==> config.mk <==
export PLATFORM = sky130hd
export DESIGN_NAME = dmem_lsu
export DESIGN_NICKNAME = d
export VERILOG_FILES = /design/src/rtl/dmem_lsu.sv
export SDC_FILE = /design/constraint.sdc
export NUM_CORES = 2
export LEC_CHECK = 0
export ABC_CLOCK_PERIOD_IN_PS = 8800
export CAP_MARGIN = 20
export CORE_MARGIN = 10
export CORE_UTILIZATION = 35
export CTS_CLUSTER_DIAMETER = 30
export DETAILED_ROUTE_END_ITERATION = 7
export PLACE_DENSITY = 0.46
export SLEW_MARGIN = 20
export SYNTH_ARGS = -nofsm -noshare
export SYNTH_HDL_FRONTEND = slang
export SYNTH_SLANG_ARGS = --single-unit
==> constraint.sdc <==
create_clock -name i_clk -period 8.8 [get_ports i_clk]
set_input_delay 0.88 -clock i_clk [delete_from_list [all_inputs] [get_ports i_clk]]
set_output_delay 0.88 -clock i_clk [all_outputs]
set_load 0.05 [all_outputs]
==> src/rtl/dmem_lsu.sv <==
// Word-organised data memory with a RISC-V byte-lane load/store unit for the MEM stage.
// A zero-fill INIT sequence runs after every reset before requests are accepted.
module dmem_lsu #(
    parameter int unsigned DEPTH  = 64,
    parameter int unsigned ADDR_W = $clog2(DEPTH)
) (
    input  logic        i_clk,
    input  logic        i_rst,
    input  logic        i_req_valid,
    output logic        o_req_ready,
    input  logic        i_req_we,
    input  logic [2:0]  i_req_funct3,
    input  logic [31:0] i_req_addr,
    input  logic [31:0] i_req_wdata,
    output logic        o_rsp_valid,
    output logic [31:0] o_rsp_rdata,
    output logic        o_rsp_misalign,
    output logic        o_init_done
);

    typedef enum logic {StInit, StRun} state_e;

    state_e              r_state;
    state_e              w_state_d;
    logic [ADDR_W-1:0]   r_init_cnt;
    logic [ADDR_W-1:0]   w_init_cnt_d;
    logic [31:0]         r_mem [DEPTH];
    logic                r_rsp_valid;
    logic [31:0]         r_rsp_rdata;
    logic                r_rsp_misalign;

    logic                w_accept;
    logic [ADDR_W-1:0]   w_idx;
    logic [1:0]          w_lane;
    logic                w_bad;
    logic [3:0]          w_be;
    logic [31:0]         w_wdata_rep;
    logic [31:0]         w_word;
    logic [31:0]         w_shifted;
    logic [31:0]         w_load;
    logic                w_wr_en;
    logic                w_unused;

    // Address bits above the word index are ignored so the array aliases.
    assign w_unused = ^i_req_addr[31:ADDR_W+2];

    assign w_accept = i_req_valid & o_req_ready;
    assign w_idx    = i_req_addr[ADDR_W+1:2];
    assign w_lane   = i_req_addr[1:0];
    assign w_wr_en  = w_accept & i_req_we & ~w_bad;

    always_comb begin
        w_state_d    = r_state;
        w_init_cnt_d = r_init_cnt;
        case (r_state)
            StInit: begin
                w_init_cnt_d = r_init_cnt + 1'b1;
                if (r_init_cnt == ADDR_W'(DEPTH - 1)) begin
                    w_state_d = StRun;
                end
            end
            default: w_state_d = StRun;
        endcase
    end

    always_ff @(posedge i_clk or posedge i_rst) begin
        if (i_rst) begin
            r_state    <= StInit;
            r_init_cnt <= '0;
        end else begin
            r_state    <= w_state_d;
            r_init_cnt <= w_init_cnt_d;
        end
    end

    assign o_req_ready = (r_state == StRun);
    assign o_init_done = (r_state == StRun);

    // Stores only accept B/H/W; loads additionally accept BU/HU.
    always_comb begin
        w_bad       = 1'b0;
        w_be        = 4'b0000;
        w_wdata_rep = i_req_wdata;
        unique case (i_req_funct3)
            3'b000: begin
                w_be        = 4'b0001 << w_lane;
                w_wdata_rep = {4{i_req_wdata[7:0]}};
            end
            3'b001: begin
                w_bad       = w_lane[0];
                w_be        = w_lane[1] ? 4'b1100 : 4'b0011;
                w_wdata_rep = {2{i_req_wdata[15:0]}};
            end
            3'b010: begin
                w_bad = (w_lane != 2'b00);
                w_be  = 4'b1111;
            end
            3'b100: w_bad = i_req_we;
            3'b101: w_bad = i_req_we | w_lane[0];
            default: w_bad = 1'b1;
        endcase
    end

    always_comb begin
        w_word    = r_mem[w_idx];
        w_shifted = w_word >> {w_lane, 3'b000};
        w_load    = w_word;
        case (i_req_funct3)
            3'b000:  w_load = {{24{w_shifted[7]}}, w_shifted[7:0]};
            3'b001:  w_load = {{16{w_shifted[15]}}, w_shifted[15:0]};
            3'b100:  w_load = {24'h000000, w_shifted[7:0]};
            3'b101:  w_load = {16'h0000, w_shifted[15:0]};
            default: w_load = w_word;
        endcase
    end

    always_ff @(posedge i_clk) begin
        if (r_state == StInit) begin
            r_mem[r_init_cnt] <= '0;
        end else if (w_wr_en) begin
            for (int i = 0; i < 4; i++) begin
                if (w_be[i]) begin
                    r_mem[w_idx][8*i +: 8] <= w_wdata_rep[8*i +: 8];
                end
            end
        end
    end

    // Response data and flag hold their last value while no response is pending.
    always_ff @(posedge i_clk or posedge i_rst) begin
        if (i_rst) begin
            r_rsp_valid    <= 1'b0;
            r_rsp_rdata    <= '0;
            r_rsp_misalign <= 1'b0;
        end else if (w_accept) begin
            r_rsp_valid    <= 1'b1;
            r_rsp_rdata    <= (i_req_we | w_bad) ? 32'h0 : w_load;
            r_rsp_misalign <= w_bad;
        end else begin
            r_rsp_valid <= 1'b0;
        end
    end

    assign o_rsp_valid    = r_rsp_valid;
    assign o_rsp_rdata    = r_rsp_rdata;
    assign o_rsp_misalign = r_rsp_misalign;

endmodule
## Word-level counts from Yosys, hierarchy flattened

Memories as Yosys holds them, arrays and structs flattened.
Cells that the tools add are included.
Widths: inputs -> output; s select.

- Flip-flop bits (word level): 41
- Bits in latches: 0
- RAM bits: 2048
- ROM bits: 0
- Input bits: 71
- Memories kept: 1

Memory list:

| memory | depth | bits a word | read ports | clocked after Yosys merged registers in | write ports | RTL line | RTL |
|---|---|---|---|---|---|---|---|
| r_mem | 64 | 32 | 1 | 0 | 1 | 27 | `logic [31:0] r_mem [DEPTH];` |

- Add/subtract/negate cells: 1
- $mul: 0
- Div/mod/pow operators: 0
- $lt $le $gt $ge: 0
- Equality and inequality tests: 5
- Shifts and indexed selects: 2
- Mux-type cells: 29
- Bitwise logic cells: 6
- Reduce and logical (&&, ||, !) cells: 3

Operators by type and width:

| operator | number |
|---|---|
| $pmux 32 s4 | 1 |
| $mux 32 | 2 |
| $pmux 32 s2 | 1 |
| $reduce_or 32->1 | 1 |
| $shr 32x5->16 | 1 |
| $mux 1 | 20 |
| $pmux 4 s3 | 1 |
| $mux 4 | 2 |
| $add 6x1->6 const B | 1 |
| $eq 3x3->1 const B | 2 |
| $eq 6x6->1 const B | 1 |
| $mux 6 | 1 |
| $pmux 1 s5 | 1 |
| $shl 1x2->4 const A | 1 |
| $and 1x1->1 | 3 |
| $eq 3x1->1 const B | 1 |
| $eq 3x2->1 const B | 1 |
| $logic_not 3->1 | 1 |
| $or 1x1->1 | 2 |
| $reduce_bool 2->1 | 1 |
| $not 1->1 | 1 |

## Logic depth before layout (Yosys ltp)

- Depth in word-level cells: 9
- Mapped depth: 14

## Least setup slack after synthesis

Ideal clock, no wire load.

- Kind: input -> register
- From: input port i_req_addr[0]
- To: memory r_mem[0][27], data pin
- Library setup time: 0.721 ns
- Arrival time: 5.227 ns
- Data required time: 8.079 ns
- Setup slack: 2.852 ns
- Stages on the path: 9
- Path buffers: 4
- Cells stage by stage: clkbuf_1 > or2_2 > nor3_1 > o21ai_0 > or2_2 > clkbuf_1 > clkbuf_1 > buf_1 > a211oi_1

- Word-level cells in the longest chain between the ends: 9

Ends and longest elaborated chain:

| item | RTL line | RTL |
|---|---|---|
| from (decl) | 13 | `input logic [31:0] i_req_addr,` |
| $or 1x1->1 / $reduce_bool 2->1 (equally long branches) | 99, 95 |  |
| $pmux 1 s5 | 84 | `unique case (i_req_funct3)` |
| $not 1->1 | 50 | `assign w_wr_en = w_accept & i_req_we & ~w_bad;` |
| $and 1x1->1 | 50 |  |
| $mux 1 | 120 | `end else if (w_wr_en) begin` |
| $mux 1 | 118 | `if (r_state == StInit) begin` |
| $mux 1 (not written as such) | 123 | `r_mem[w_idx][8*i +: 8] <= w_wdata_rep[8*i +: 8];` |
| $reduce_or 32->1 (no source line) * | n/a |  |
| $mux 32 (no source line) * | n/a |  |
| to (decl) | 27 |  |

Mark *: on every way between the ends. The rest lies on a longest branch, timed or not.

## Worst setup path after layout

- From: input port i_req_addr[1]
- To: memory r_mem[33][1], enable pin

- Word-level cells in the longest chain between the ends: 9

Ends and longest elaborated chain:

| item | RTL line | RTL |
|---|---|---|
| $reduce_bool 2->1 | 95 | `w_bad = (w_lane != 2'b00);` |
| $pmux 1 s5 | 84 |  |
| $not 1->1 | 50 |  |
| $and 1x1->1 | 50 |  |
| $mux 1 | 120 |  |
| $mux 1 | 118 |  |
| $mux 1 (not written as such) | 123 |  |
| $reduce_or 32->1 (no source line) | n/a |  |
| $mux 6 (no source line) / $mux 4 (equally long branches) | n/a |  |

Parallel ways exist; a longest one is shown, timed or not.

==> impl_metrics.csv <==
group,metric,value,unit
cts,cts_buffers,468,
placement,place_congestion,0.807,
logic_synthesis,synth_area,81700,um2
placement,place_ws,2.79,ns
power,p_leak,27.9,nW
logic_synthesis,async_reset_ff_share,1.96,%
hold_path,worstHoldStart,"o_rsp_rdata[23]$_DFFE_PP0N_",
cts,htreeDepth,5,
floorplanning,die_area,253000,um2
critical_path,path_max_fanout,29,
cts,cts_max_path_buffers,4,
sta,skew,0.0599,ns
run,drv_cap,0,
sta,fin_crit,5.09,ns
power,vdd_drop_max,0.192,mV
cts,worstSkewPairLatency,0.99,ns
global_routing,grt_max_degree,104,
detailed_routing,drt_iter0_drc,3925,
sta,relSlewSlack,16.7,%
logic_synthesis,seq_area_frac_synth,76.6,%
cells_and_area,fin_cells,7745,
logic_synthesis,syn-num-nets,3986,
global_routing,antenna_found_initial,11,
logic_synthesis,ys_types,62,
hold_path,worstHoldEndpoint,"o_rsp_rdata[23]$_DFFE_PP0N_",
global_routing,grt.overflow.total,0,
detailed_routing,wl,235000,um
hold_path,whs_path_depth,1,
cts,cts_setup_buffers,0,
floorplanning,die_w,503,um
global_routing,grt_pass1_wl,332000,um
placement,numPlacedInstances,6891,
cts,ctsHoldBuffers,0,
critical_path,crit_path_end_kind,"flip-flop",
detailed_routing,ant_nets,0,
sta,rsz0062_at_grt,"false",
floorplanning,num_rows,177,
detailed_routing,via_per_inst,5.38,
critical_path,r2r-start,"o_init_done$_DFF_PP0_",
detailed_routing,via_count,41662,
placement,port_buffers,82,
cts,clkTransAtPathRegs,0.04,ns
sta,setup_viol,0,
power,power,28.6,mW
cells_and_area,seq_area,62500,um2
global_routing,grtUsageTotal,18.4,%
critical_path,arrival,5.66,ns
placement,place_hpwl,141000,um
floorplanning,io_pins,107,
cells_and_area,multi_input_area,18300,um2
sta,worst_slew_pin_slew,1.24,ns
detailed_routing,drc,0,
floorplanning,coreArea,232000,um2
sta,finalMaxSlewViolations,0,
detailed_routing,routedWlPerCell,30.4,um
cells_and_area,layout.nets,4390,
status,outcome,"completed",
cts,root_buffer,"clkbuf_16",
logic_synthesis,ys_ff_latch,2089,
cts,cts_resized,0,
floorplanning,start_util,35.1,%
critical_path,worstSetupPathType,"in2reg",
power,pwr_density_cell,280,nW/um2
logic_synthesis,synthFlopType,"edfxtp_1",
cells_and_area,syn2layout_area_growth,24.8,%
global_routing,first_global_vias,43266,
sta,max_freq,196,MHz
sta,setup_slack,3.71,ns
hold_path,hold_path_class,"reg2reg",
cells_and_area,n_fill_cell,19896,
critical_path,reg2reg_slack,4.10,ns
cells_and_area,drive_gt1_share,29.4,%
sta,post-route-period-util,57.9,%
logic_synthesis,synth_cells,3914,
critical_path,worstPathRequired,9.37,ns
logic_synthesis,synth_edf_count,2048,
critical_path,timing.rr.end,"r_mem[33][1]$_DFFE_PP_",
logic_synthesis,syn_avg_cell_area,20.9,um2
logic_synthesis,yosys_warnings,0,
sta,final_hold_viol_count,0,
detailed_routing,first_pass_iters,7,
cts,cts_tree,"built",
sta,fin_setup_tns,0,ns
cts,cts.sinks,2089,
critical_path,start_kind,"primary input",
critical_path,reg2reg_depth,10,
floorplanning,die_y,503,um
[worst max-delay path, cell delays in order]
cell and delay (ns):
clkdlybuf4s50_1 0.76, or2_2 0.48, nor3_1 0.13, o21ai_0 0.12, buf_4 0.18, or2_4 0.34, buf_4 0.40, o21ai_1 0.69
nand2_1 0.73, nor2_1 0.91
[through the flow]
step	area [um2]	hold WS [ns]	util [%]
5_1_grt	102000	0.523	43.9
4_1_cts	102000	0.501	43.9
3_5_place_dp	86200	0.483	37.1
3_3_place_gp	86200	0.479	37.1
2_1_floorplan	81700	0.523	-
6_report	102000	0.493	43.9
[worst max-delay path by stage]
stage	from	end	slack (ns)
finish	i_req_addr[1]	r_mem[33][1]$_DFFE_PP_	3.71
global route	i_req_addr[1]	r_mem[33][1]$_DFFE_PP_	3.42
CTS	i_req_funct3[0]	r_mem[34][23]$_DFFE_PP_	3.81
detailed placement	i_req_funct3[0]	r_mem[34][20]$_DFFE_PP_	2.79
global placement	i_req_addr[1]	r_mem[34][20]$_DFFE_PP_	2.73
floorplan	i_req_addr[0]	r_mem[0][27]$_DFFE_PP_	2.85
[synth_stat cells (all sizes together), types with 2 or more instances]
cell	number	area, um2
o41ai	4	42.6
a211oi	10	75.1
nand2b	8	50.1
mux2i	73	731
edfxtp	2048	61500
a221oi	2	17.5
nand2	148	556
o31ai	5	37.5
dfrtp	41	1030
a211o	3	26.3
mux4	517	11700
or3	2	12.5
or2	7	43.8
nor2	292	1100
and3	2	12.5
nor3	10	50.1
and2	12	75.1
clkinv	2	7.51
a21oi	120	601
o22a	3	26.3
buf	118	847
xnor2	4	35.0
nor2b	14	87.6
a31oi	10	62.6
o311ai	8	70.1
mux2	11	124
nand4	6	37.5
o21ai	24	120
o22ai	14	87.6
clkbuf	118	443
nand3b	4	30.0
nand3	30	150
a22oi	182	1370
o211ai	3	22.5
a221o	13	130
o21a	3	23.8
nor4	9	56.3
inv	9	33.8
or4	14	105
[cell type report]
type                       instances  share of cell area (%)
tap                             3043                    3.74
clock inverter                   313                    3.54
timing repair buffer             170                    1.59
antenna                            2                 0.00491
multi-input combinational       1578                    17.9
clock buffer                     539                    11.8
inverter                          11                  0.0417
sequential                      2089                    61.3
[sequential cells by signal (all words and copies together) (netlist names)]
signal	cells
r_mem	2048
o_rsp_rdata	32
r_init_cnt	6
o_init_done	1
o_rsp_misalign	1
o_rsp_valid	1
[where the power goes]
part	internal [mW]	switching, mW
clock	11.8	5.31
combinational	0.198	0.429
sequential	10.8	0
[cell usage in the layout, fill, tap and decap left out, types with 7 or more instances in the layout]
master,Yosys,layout
clkbuf_1,118,66
inv_1,8,7
buf_12,3,11
clkinv_4,0,18
clkinvlp_4,0,49
o21ai_0,8,7
nor3_1,10,9
nand2_1,148,144
a21oi_4,0,16
a211oi_4,0,8
nand2b_1,8,8
clkbuf_16,0,472
buf_4,24,78
edfxtp_1,2048,2048
nor2b_1,14,10
mux2i_1,73,73
clkinv_1,2,71
mux4_1,25,25
o21ai_1,16,16
and2_2,0,8
or4_1,14,14
a221o_1,13,13
clkinv_2,0,91
nor4_1,9,7
bufinv_16,0,74
mux2_2,9,9
a21oi_1,120,104
mux4_2,492,492
inv_6,0,9
a22oi_1,182,182
clkdlybuf4s50_1,0,76
o22ai_1,14,14
dfrtp_1,41,41
nand3_1,30,30
nor2_1,292,288
[layer usage]
layer | wire length (um) | up-vias | GRT usage, %
met4 | 7090 | 2 | 5.99
met2 | 113000 | 1435 | 29.3
met1 | 102000 | 22454 | 25.4
li1 | - | 17382 | -
met5 | 12 | - | 0
met3 | 13200 | 389 | 3.48
[cell families (layout without fill, tap and decap cells)]
group,count (synthesis),count (layout),share of synthesized area (%)
XOR/XNOR,5,5,0.0536
AO/OA/AOI/OAI,409,409,3.37
adder cells (fa/ha/maj),1,1,0.0153
multiplexers,601,601,15.4
flip-flops,2089,2089,76.6
AND/OR/NAND/NOR,562,562,2.94
other,0,2,0
buffers and inverters,247,1033,1.63
(Power assumes the default switching activity.)
